**config.mk**
```make
export PLATFORM = sky130hd
export DESIGN_NAME = microcode_sequencer
export DESIGN_NICKNAME = d
export VERILOG_FILES = /design/src/rtl/microcode_sequencer.sv
export SDC_FILE = /design/constraint.sdc
export NUM_CORES = 1
export LEC_CHECK = 0
export ABC_AREA = 1
export CAP_MARGIN = 20
export CORE_MARGIN = 2
export CORE_UTILIZATION = 51
export DETAILED_ROUTE_END_ITERATION = 8
export PLACE_DENSITY = 0.86
export SYNTH_ARGS = -nofsm -noshare
export SYNTH_HDL_FRONTEND = slang
export SYNTH_SLANG_ARGS = --single-unit
```
**constraint.sdc**
```tcl
create_clock -name HCLK -period 5.1 [get_ports HCLK]
set_clock_uncertainty 0.2 [all_clocks]
set_input_delay 1.53 -clock HCLK [delete_from_list [all_inputs] [get_ports HCLK]]
set_output_delay 1.53 -clock HCLK [all_outputs]
set_load 0.1 [all_outputs]
```
**src/rtl/microcode_sequencer.sv**
```systemverilog
// rtl/microcode_sequencer.sv - AHB-Lite microcode sequencer driving a GPIO output bank
// Fetches words from the microcode RAM read port and executes OUT/WAIT/WAITIN/HALT.
module microcode_sequencer #(
  parameter int ADDR_W = 8,
  parameter int GPIO_W = 16
) (
  input  logic              HCLK,
  input  logic              HRESET,
  input  logic              HSEL,
  input  logic [31:0]       HADDR,
  input  logic [1:0]        HTRANS,
  input  logic              HWRITE,
  input  logic [2:0]        HSIZE,
  input  logic [31:0]       HWDATA,
  input  logic              HREADY,
  output logic              HREADYOUT,
  output logic              HRESP,
  output logic [31:0]       HRDATA,
  output logic [ADDR_W-1:0] mc_addr,
  output logic              mc_ren,
  input  logic [31:0]       mc_rdata,
  input  logic [GPIO_W-1:0] gpio_in,
  output logic [GPIO_W-1:0] gpio_out
);

  typedef enum logic [2:0] {
    S_IDLE, S_FETCH, S_EXEC, S_WAIT, S_WAITIN, S_DONE
  } state_t;

  localparam logic [1:0] OP_OUT    = 2'b00;
  localparam logic [1:0] OP_WAIT   = 2'b01;
  localparam logic [1:0] OP_WAITIN = 2'b10;
  localparam logic [1:0] OP_HALT   = 2'b11;

  localparam logic [1:0] REG_START = 2'd0;
  localparam logic [1:0] REG_END   = 2'd1;
  localparam logic [1:0] REG_CTRL  = 2'd2;
  localparam logic [1:0] REG_GPIO  = 2'd3;

  state_t            state, state_next;
  logic [ADDR_W-1:0] start_addr, end_addr, pc;
  logic              loop, done, busy;
  logic [23:0]       counter;
  logic [GPIO_W-1:0] sync1, gpio_sync;
  logic [1:0]        bus_addr;
  logic              bus_wr, bus_rd;
  logic [3:0]        wi_idx;
  logic              wi_val;
  logic              ctrl_wr, run_cmd, abort_cmd;
  logic [1:0]        op;
  logic [23:0]       wait_n;
  logic [3:0]        sel_idx;
  logic              sel_val, in_bit, cond, adv, seq_end;
  logic              unused_ok;

  assign HREADYOUT = 1'b1;
  assign HRESP     = 1'b0;
  assign unused_ok = ^{HADDR[31:4], HADDR[1:0], HTRANS[0], HSIZE,
                       HWDATA[31:ADDR_W], mc_rdata[29:24]};

  always_ff @(posedge HCLK) begin
    if (HRESET) begin
      bus_addr <= '0;
      bus_wr   <= 1'b0;
      bus_rd   <= 1'b0;
    end else begin
      bus_wr <= HSEL && HTRANS[1] && HREADY && HWRITE;
      bus_rd <= HSEL && HTRANS[1] && HREADY && !HWRITE;
      if (HSEL && HTRANS[1] && HREADY) bus_addr <= HADDR[3:2];
    end
  end

  assign ctrl_wr   = bus_wr && (bus_addr == REG_CTRL);
  assign run_cmd   = ctrl_wr && HWDATA[0] && !busy;
  assign abort_cmd = ctrl_wr && !HWDATA[0] && busy;

  assign op     = mc_rdata[31:30];
  assign wait_n = mc_rdata[23:0];

  // In EXEC the condition comes straight from the word; in WAITIN from the latched copy.
  assign sel_idx = (state == S_EXEC) ? mc_rdata[3:0] : wi_idx;
  assign sel_val = (state == S_EXEC) ? mc_rdata[4]   : wi_val;

  always_comb begin
    in_bit = 1'b0;
    for (int i = 0; i < GPIO_W; i++)
      if (i < 16 && sel_idx == 4'(i)) in_bit = gpio_sync[i];
  end

  assign cond = (in_bit == sel_val);

  always_comb begin
    adv = 1'b0;
    case (state)
      S_EXEC:   adv = (op == OP_OUT) || (op == OP_WAIT && wait_n == '0) ||
                      (op == OP_WAITIN && cond);
      S_WAIT:   adv = (counter == '0);
      S_WAITIN: adv = cond;
      default:  adv = 1'b0;
    endcase
  end

  assign seq_end = adv && (pc == end_addr) && !loop;

  always_ff @(posedge HCLK) begin
    if (HRESET) state <= S_IDLE;
    else        state <= state_next;
  end

  always_comb begin
    state_next = state;
    case (state)
      S_IDLE:  if (run_cmd) state_next = S_FETCH;
      S_DONE:  state_next = run_cmd ? S_FETCH : S_IDLE;
      S_FETCH: state_next = S_EXEC;
      S_EXEC: begin
        if (op == OP_HALT)      state_next = S_DONE;
        else if (adv)           state_next = seq_end ? S_DONE : S_FETCH;
        else if (op == OP_WAIT) state_next = S_WAIT;
        else                    state_next = S_WAITIN;
      end
      S_WAIT, S_WAITIN: if (adv) state_next = seq_end ? S_DONE : S_FETCH;
      default: state_next = S_IDLE;
    endcase
    if (abort_cmd) state_next = S_IDLE;
  end

  always_comb begin
    mc_ren  = (state == S_FETCH);
    mc_addr = pc;
    busy    = !(state == S_IDLE || state == S_DONE);
  end

  always_ff @(posedge HCLK) begin
    if (HRESET) begin
      start_addr <= '0;
      end_addr   <= '0;
      loop       <= 1'b0;
      done       <= 1'b0;
      pc         <= '0;
      counter    <= '0;
      gpio_out   <= '0;
      sync1      <= '0;
      gpio_sync  <= '0;
      wi_idx     <= '0;
      wi_val     <= 1'b0;
    end else begin
      sync1     <= gpio_in;
      gpio_sync <= sync1;
      if (bus_wr && bus_addr == REG_START && !busy) start_addr <= HWDATA[ADDR_W-1:0];
      if (bus_wr && bus_addr == REG_END && !busy)   end_addr   <= HWDATA[ADDR_W-1:0];
      if (ctrl_wr) loop <= HWDATA[1];
      if (run_cmd) begin
        done <= 1'b0;
        pc   <= start_addr;
      end else if (!abort_cmd) begin
        if (state == S_EXEC) begin
          if (op == OP_OUT) gpio_out <= mc_rdata[GPIO_W-1:0];
          if (op == OP_WAIT && wait_n != '0) counter <= wait_n - 24'd1;
          wi_idx <= mc_rdata[3:0];
          wi_val <= mc_rdata[4];
        end else if (state == S_WAIT && counter != '0) begin
          counter <= counter - 24'd1;
        end
        if (adv && pc != end_addr) pc <= pc + ADDR_W'(1);
        else if (adv && loop)      pc <= start_addr;
        if (state_next == S_DONE) done <= 1'b1;
      end
    end
  end

  // Read data is driven during the data phase from the already-updated registers.
  always_comb begin
    HRDATA = '0;
    if (bus_rd) begin
      case (bus_addr)
        REG_START: HRDATA = 32'(start_addr);
        REG_END:   HRDATA = 32'(end_addr);
        REG_CTRL:  HRDATA = {29'b0, done, loop, busy};
        default:   HRDATA = 32'(gpio_sync);
      endcase
    end
  end

endmodule
```
# Yosys cells after proc, flatten, opt, wreduce, memory -nomap -nowiden
# Index checks and enable logic that the tools add are counted.
# W data, S select, Z words.
[op_classes] add_sub_neg=3 reduce_logical=45 bitwise=2 eq_ne=31 n_mux=37
[ops] operator="$mux W24" n=3
[ops] operator="$logic_not A24 Y1" n=2
[ops] operator="$pmux W16 S3" n=1
[ops] operator="$reduce_bool A24 Y1" n=2
[ops] operator="$sub A24 B1 Y24 const B" n=2
[ops] operator="$eq A4 B4 Y1 const B" n=8
[ops] operator="$mux W8" n=4
[ops] operator="$logic_and A1 B1 Y1" n=21
[ops] operator="$mux W3" n=7
[ops] operator="$mux W1" n=18
[ops] operator="$eq A4 B3 Y1 const B" n=4
[ops] operator="$mux W16" n=1
[ops] operator="$pmux W3 S5" n=1
[ops] operator="$eq A3 B3 Y1 const B" n=3
[ops] operator="$add A8 B1 Y8 const B" n=1
[ops] operator="$eq A4 B2 Y1 const B" n=2
[ops] operator="$eq A8 B8 Y1" n=1
[ops] operator="$ne A8 B8 Y1" n=1
[ops] operator="$reduce_and A4 Y1" n=2
[ops] operator="$eq A2 B2 Y1 const B" n=3
[ops] operator="$eq A3 B2 Y1 const B" n=2
[ops] operator="$reduce_and A2 Y1" n=3
[ops] operator="$eq A2 B1 Y1 const B" n=2
[ops] operator="$eq A4 B1 Y1 const B" n=1
[ops] operator="other kinds (15)" n=23
[totals] reg_bits=110 word_cells=133 out_inout_bits=59 in_bits=122

# Logic depth before layout (Yosys ltp)
# Gate-level depths: netlist of the first run.
[depth] depth_word=32 depth_mapped=26 depth_no_buf=26

# Worst setup path after synthesis of the first run
# No wires, ideal clock.
[synth_path] path_type="register -> output" from="register state[0]" to="output mc_ren" path_buffers=0 stages_incl_launch_ff=3 required_ps=3370 t_arrival_ps=2644 setup_slack_ps=726 cell_sequence="dfxtp_1 inv_2 nor3_1"
[synth_between] elab_chain_cells=1
[synth_rtl] item="start: declaration" line_no="40" rtl="state_t state, state_next;"
[synth_rtl] item="start signal: assignment" line_no="107" rtl="else state <= state_next;"
[synth_rtl] item="$eq A3 B1 Y1" line_no="129" rtl="mc_ren = (state == S_FETCH);"
[synth_rtl] item="end: declaration" line_no="20" rtl="output logic mc_ren,"
# No other way between the ends.

# Worst setup path after layout of the first run
[layout_path] from="input mc_rdata[0]" to="register pc[2] (netlist: mc_addr[2])"
[layout_between] elab_chain_cells=26 word_cells_on_any_way=47 cone_classes="eq/ne (16); mux (21); reduce/logical (10)"
[layout_rtl] item="start: declaration" line_no="21" rtl="input logic [31:0] mc_rdata,"
[layout_rtl] item="$mux W4"
[layout_rtl] item="$logic_not A4 Y1" line_no="87" rtl="if (i < 16 && sel_idx == 4'(i)) in_bit = gpio_sync[i];"
[layout_rtl] item="$mux W1 (16 in a row)" line_no="87"
[layout_rtl] item="$eq A1 B1 Y1" line_no="90" rtl="assign cond = (in_bit == sel_val);"
[layout_rtl] item="$logic_and A1 B1 Y1" line_no="96" rtl="(op == OP_WAITIN && cond);"
[layout_rtl] item="$logic_or A1 B1 Y1" line_no="95" rtl="S_EXEC: adv = (op == OP_OUT) || (op == OP_WAIT && wait_n == '0) ||"
[layout_rtl] item="$pmux W1 S3 (*)" line_no="94" rtl="case (state)"
[layout_rtl] item="$logic_and A1 B1 Y1" line_no="165" rtl="if (adv && pc != end_addr) pc <= pc + ADDR_W'(1);"
[layout_rtl] item="$mux W8" line_no="165"
[layout_rtl] item="$mux W8" line_no="156" rtl="end else if (!abort_cmd) begin"
[layout_rtl] item="$mux W8" line_no="153" rtl="if (run_cmd) begin"
[layout_rtl] item="end signal: assignment" line_no="155" rtl="pc <= start_addr;"
[layout_rtl] item="end signal: assignment" line_no="165"
[layout_rtl] item="end signal: assignment" line_no="166" rtl="else if (adv && loop) pc <= start_addr;"
[layout_rtl] item="end: declaration" line_no="41" rtl="logic [ADDR_W-1:0] start_addr, end_addr, pc;"
# Every way passes the cells marked *; elsewhere a longest branch is shown, timed or not. The select of a mux whose other input is x is not followed.
# A chain may end at the register's enable or synchronous reset.

==> results of run 1 <==
==> critical path: stages <==
cell,delay (ns)
clkdlybuf4s50_1,0.54
nand4_1,0.23
nand2_4,0.20
inv_1,0.10
o21ai_0,0.08
nand2_1,0.08
nand2_1,0.06
nand3_1,0.06
nand2_1,0.06
nand4_1,0.07
nand2_1,0.06
nand4_1,0.14
nand2_1,0.11
nand2_1,0.06
nand2_1,0.11
nand2_1,0.07
nand2_2,0.11
nand2_2,0.11
nand2_2,0.20
inv_2,0.09
o211ai_1,0.16
a21oi_1,0.08
==> per-layer routing <==
metal	part of all wire	wire length, um	up-vias
li1	-	-	2821
met2	0.47	6280	188
met5	0	0	-
met4	0.015	198	0
met1	0.46	6140	2430
met3	0.063	845	17
==> path summary, 6_finish.rpt <==
check | to | slack [ns] | depth (start not counted)
min | gpio_sync[13] | 0.20 | 2
min reg2reg | gpio_sync[13] | 0.20 | 2
max | mc_addr[2] | 0.80 | 22
max reg2reg | mc_addr[2] | 1.38 | 24
==> Yosys cell counts (3+ instances only) <==
master	number
o221ai_1	3
nor3_1	9
xnor2_1	11
nand2_2	11
inv_2	10
xor2_1	14
nor4_1	6
nor2_1	114
a31oi_1	4
nand4_1	15
o211ai_1	8
inv_1	149
dfxtp_1	110
clkbuf_1	19
nand2_1	105
buf_4	19
nor3_2	3
a21oi_1	54
o21ai_0	85
buf_6	3
a221oi_1	3
o21ai_2	3
o21ai_1	15
o31ai_1	3
nand2_4	3
nand3_1	29
==> logic make-up after synthesis <==
logic type,share of synthesized area
adders and majority gates,0.00433
other,0.00130
xor gates and xnor gates,0.0379
buffers and inverters,0.151
AOI/OAI and AO/OA,0.176
DFF,0.381
and+or+nand+nor,0.249
==> through the flow <==
stage | cells | util
2_1_floorplan | 856 | -
3_3_place_gp | 1054 | 0.617
3_5_place_dp | 1054 | 0.617
4_1_cts | 1070 | 0.646
5_1_grt | 1071 | 0.647
6_report | 1071 | 0.647
==> sequential cells by signal, summed over array words and instances, names as in the netlist <==
name and count:
counter 24, gpio_out 16, gpio_sync 16, sync1 16, end_addr 8, mc_addr 8
start_addr 8, wi_idx 4, state 3, bus_addr 2, bus_rd 1, bus_wr 1
done 1, loop 1, wi_val 1
==> power by group <==
part           leakage [nW]  internal (mW)  total, mW  switching, mW
logic                  2.25         0.0604      0.180          0.120
registers             0.893          0.873      0.881        0.00756
clock network         0.154          0.358      0.736          0.378
total                  3.30           1.29       1.80          0.505
==> layout make-up <==
class                           count  area [um2]  share of cell area
Multi-Input combinational cell    540        2760               0.390
Tap cell                          140         175              0.0248
Sequential cell                   110        2200               0.311
Clock inverter                      7        93.8              0.0133
Timing Repair Buffer              104        1010               0.143
Inverter                          161         604              0.0854
Clock buffer                        9         225              0.0318
==> impl_results.md, run 1 <==
* Status: finished, final reports clean
* Synth top area share at 0.381
* Overall routing resource usage at 0.218
* Vias at 5456
* Post-synth EDFFs at 0
* Synth unique cells at 47
* CTS sink count at 110
* P per Cell Area at about 250 nW/um2
* Syn_area_per_cell at about 7 um2
* Most frequent cells in the layout: inv_1 (149), nor2_1 (114), dfxtp_1 (110)
* Die Wd at 110 um
* Worst vdd ir at 0.000159 V
* Pre-CTS setup slack at approximately 0.49 ns
* Fin Hold WS at 0.204 ns
* Fin crit share at 0.843
* Design Area, Final at ~7100 um2
* Sum Neg Setup Slack at 0 ns
* Mapped Area at just under 6000 um2
* Gates resized, CTS repair at 0
* Fin nets at 1050
* Required @ worst endpoint at 5.13 ns
* CTS buffer count at 9
* Setup CP Type: in -> reg
* Effective utilization at floorplan at 0.528
* Global-route met2 utilization at 0.363
* Worst-path clk slew at 0.08 ns
* Share of cells above drive strength 1 at 0.0773
* Crit end category: flip-flop
* WL/cell at 12.6 um
* Post-CTS Repair Setup Buffers at 0
* Synth-to-layout area growth at 22.6%
* Largest net degree at the start of global routing at 64
* Die height at 110 um
* Final WS setup at between 0.7 and 0.8 ns
* Initial antenna violation count at 0
* Antenna fix cells at 0
* DRT iter0 DRCs at 372
* Reg2reg start: state[0]
* CP Launch Point: mc_rdata[0]
* CTS Buffer Depth at 2
* Via density at around 5.1
* CTS Root Cell: clkbuf_16
* Final GP Congestion at around 0.86
* Port Buffer Count at 98
* Number of global-route vias before repair at 4849
* I/O Pins at 181
* Synth top area cells: dfxtp_1 (38%), inv_1 (9.7%), nor2_1 (7.4%)
* Clock Latency Late Sink at 0.36 ns
* Arr. time, crit path at ~4.3 ns
* Met1 usage at 0.293
* Final min period at 4.30 ns
* Core Box Area at 10900 um2
* FP Rows at 38
* Synth area leader: dfxtp_1
* Met3 Use GR at 0.0335
* CTS tree: built
* Drt first pass iters at 5
* Register bit total from synthesis at 110
* Routed Antenna Nets at 0
* Synth warn at 0
* Top FF cell, synth: dfxtp_1
* Grt peak-use layer: met2
* DRC at 0
* Area post-placement at roughly 6700 um2
* Die area at 12200 um2
* Post-Synthesis Cells at 840
* # fillers at 954
* Worst slew pin tran at 0.982 ns
* Post-CTS Hold Buffers at 0
* Commonest non-fill, non-tap cell in the layout: inv_1
* Total power at between 1.5 and 2 mW
* Fmax at 232 MHz
* Worst-path fanout max at 12
* Hold Path Class: reg -> reg
* H-Tree Depth at 3
* Worst hold start: sync1[13]
* Routed wire length at 13.5 mm
* Total congestion overflow at 0
* Max Slew Vio Count at 0
* First-pass GRT wire length at about 22 mm
* Sequential share of the synthesized area at 0.381
* Leakage at 3.30 nW
* Ys async rst share at 0
* Critical path startpoint category: input pin
* Slew headroom at 0.343
* Post-DP HPWL at 9.65 mm
* Final Hold Vio Count at 0
* Final setup fails at 0
* Maxcap violations at 0
* RSZ-0062 raised after global routing: no
Power figures use the tool's default switching activity.
==> inputs of run 2 (changes only) <==
- CORE_UTILIZATION: 51 -> 47
- PLACE_DENSITY: 0.86 -> 0.8
- clock period: 5.1 -> 4 ns (I/O delays scaled with it)
==> impl_results.md, run 2 (same netlist as run 1, synthesis figures left out) <==
* Status: finished, final reports clean
* Worst slew pin tran at 0.544 ns
* Most frequent cells in the layout: inv_1 (149), nor2_1 (114), dfxtp_1 (110)
* Worst vdd ir at 0.000224 V
* CTS Buffer Depth at 2
* Port Buffer Count at 98
* Final min period at 3.74 ns
* Antenna fix cells at 0
* First-pass GRT wire length at around 23 mm
* Slew headroom at 0.637
* FF+latch area at 2200 um2
* Overall routing resource usage at 0.213
* H-Tree Depth at 3
* Largest net degree at the start of global routing at 48
* Post-CTS Hold Buffers at 0
* Critical path startpoint category: input pin
* Synth-to-layout area growth at 25.2%
* CTS tree: built
* CTS Root Cell: clkbuf_16
* Setup CP Type: in -> reg
* Fin crit share at 0.936
* Effective utilization at floorplan at 0.481
* Clock Latency Late Sink at 0.35 ns
* Required @ worst endpoint at 4.09 ns
* Vias at about 5400
* DRC at 0
* FP Rows at 40
* Max reg flops at 24
* Fmax at between 200 and 300 MHz
* Final WS setup at 0.256 ns
* Initial antenna violation count at 0
* Placed Instances at 1087
* Die Wd at 115 um
* Final Hold Vio Count at 0
* Commonest non-fill, non-tap cell in the layout: inv_1
* Worst-path fanout max at 4
* Number of global-route vias before repair at 4829
* DRT iter0 DRCs at 388
* Die height at 115 um
* Routed Antenna Nets at 0
* Core Box Area at 12000 um2
* CTS sink count at 110
* Max Slew Vio Count at 0
* Arr. time, crit path at between 3 and 4 ns
* Drt first pass iters at 5
* I/O Pins at 181
* Worst-path clk slew at 0.08 ns
* Pre-CTS setup slack at -0.128 ns
* Share of cells above drive strength 1 at 0.138
* Post-DP HPWL at slightly above 10 mm
* P per Cell Area at 321 nW/um2
* Post-route insts no fill at 1103
* Total congestion overflow at 0
* Fin nets at between 1000 and 1500
* Final GP Congestion at 0.885
* Via density at 4.91
* WL/cell at 12.5 um
* # fillers at about 1100
* CTS buffer count at 9
* Gates resized, CTS repair at 0
* Post-CTS Repair Setup Buffers at 0
* RSZ-0062 raised after global routing: no
* Crit end category: flip-flop
* Final setup fails at 0
* Routed wire length at about 14 mm
* Multi-input gate area in the final layout at 2780 um2
* Hold Path Class: reg -> reg
* Leakage at about 3.5 nW
* Most flops, register: counter
* Maxcap violations at 0
* Die area at between 10000 and 15000 um2
-- run 2: worst max-delay path, stage by stage --
cell	delay [ns]
clkdlybuf4s50_1	0.52
nand4_1	0.22
nand2_4	0.15
inv_1	0.08
o21ai_0	0.08
nand2_1	0.06
nand2_1	0.06
nand3_1	0.07
nand2_1	0.06
nand4_1	0.07
nand2_1	0.07
nand4_1	0.16
nand2_1	0.11
nand2_1	0.07
nand2_1	0.10
nand2_1	0.07
nand2_2	0.07
buf_4	0.12
nand3_1	0.07
nand2_1	0.07
nand2_1	0.05
nand2_1	0.10
nand3_1	0.09
a21oi_1	0.13
-- run 2: final timing paths --
path,startpoint,depth (start not counted),slack [ns],to
worst max register to register,state[0],23,0.71,mc_addr[0]
worst min-delay path,sync1[10],2,0.20,gpio_sync[10]
worst max-delay path,mc_rdata[0],24,0.26,done
worst min register to register,sync1[10],2,0.20,gpio_sync[10]
-- run 2: report_power, final --
part	internal, mW	switching (mW)	total, mW
combinational	0.0824	0.153	0.236
clock	0.520	0.443	0.963
sequential	1.11	0.00962	1.12
total	1.72	0.606	2.32
-- run 2: stage by stage --
stage          hold WS (ns)  instance area (um2)  total power, mW  TNS (ns)  utilization
3_3_place_gp          0.189                 6890             1.38    -0.498        0.574
6_report              0.202                 7230             2.32         0        0.602
2_1_floorplan         0.188                 5840             1.31         0            -
4_1_cts               0.203                 7220             2.33         0        0.601
5_1_grt               0.213                 7230             2.40         0        0.602
3_5_place_dp          0.192                 6890             1.38    -0.789        0.574
-- run 2: cell type report --
cell class | instances | share of cell area
multi-input cells | 540 | 0.384
flip-flops and latches | 110 | 0.305
well taps | 147 | 0.0254
clock buffers | 10 | 0.0331
inverters | 161 | 0.0839
clock inverters | 6 | 0.0116
repair buffers | 129 | 0.157
-- run 2: per-layer routing --
metal / routed length [um] / global-route usage / vias to the layer above
met5: 0 / 0 / -
met4: 187 / 0.0667 / 0
met3: 701 / 0.0242 / 17
met2: 6380 / 0.347 / 146
met1: 6530 / 0.297 / 2380
li1: - / - / 2868
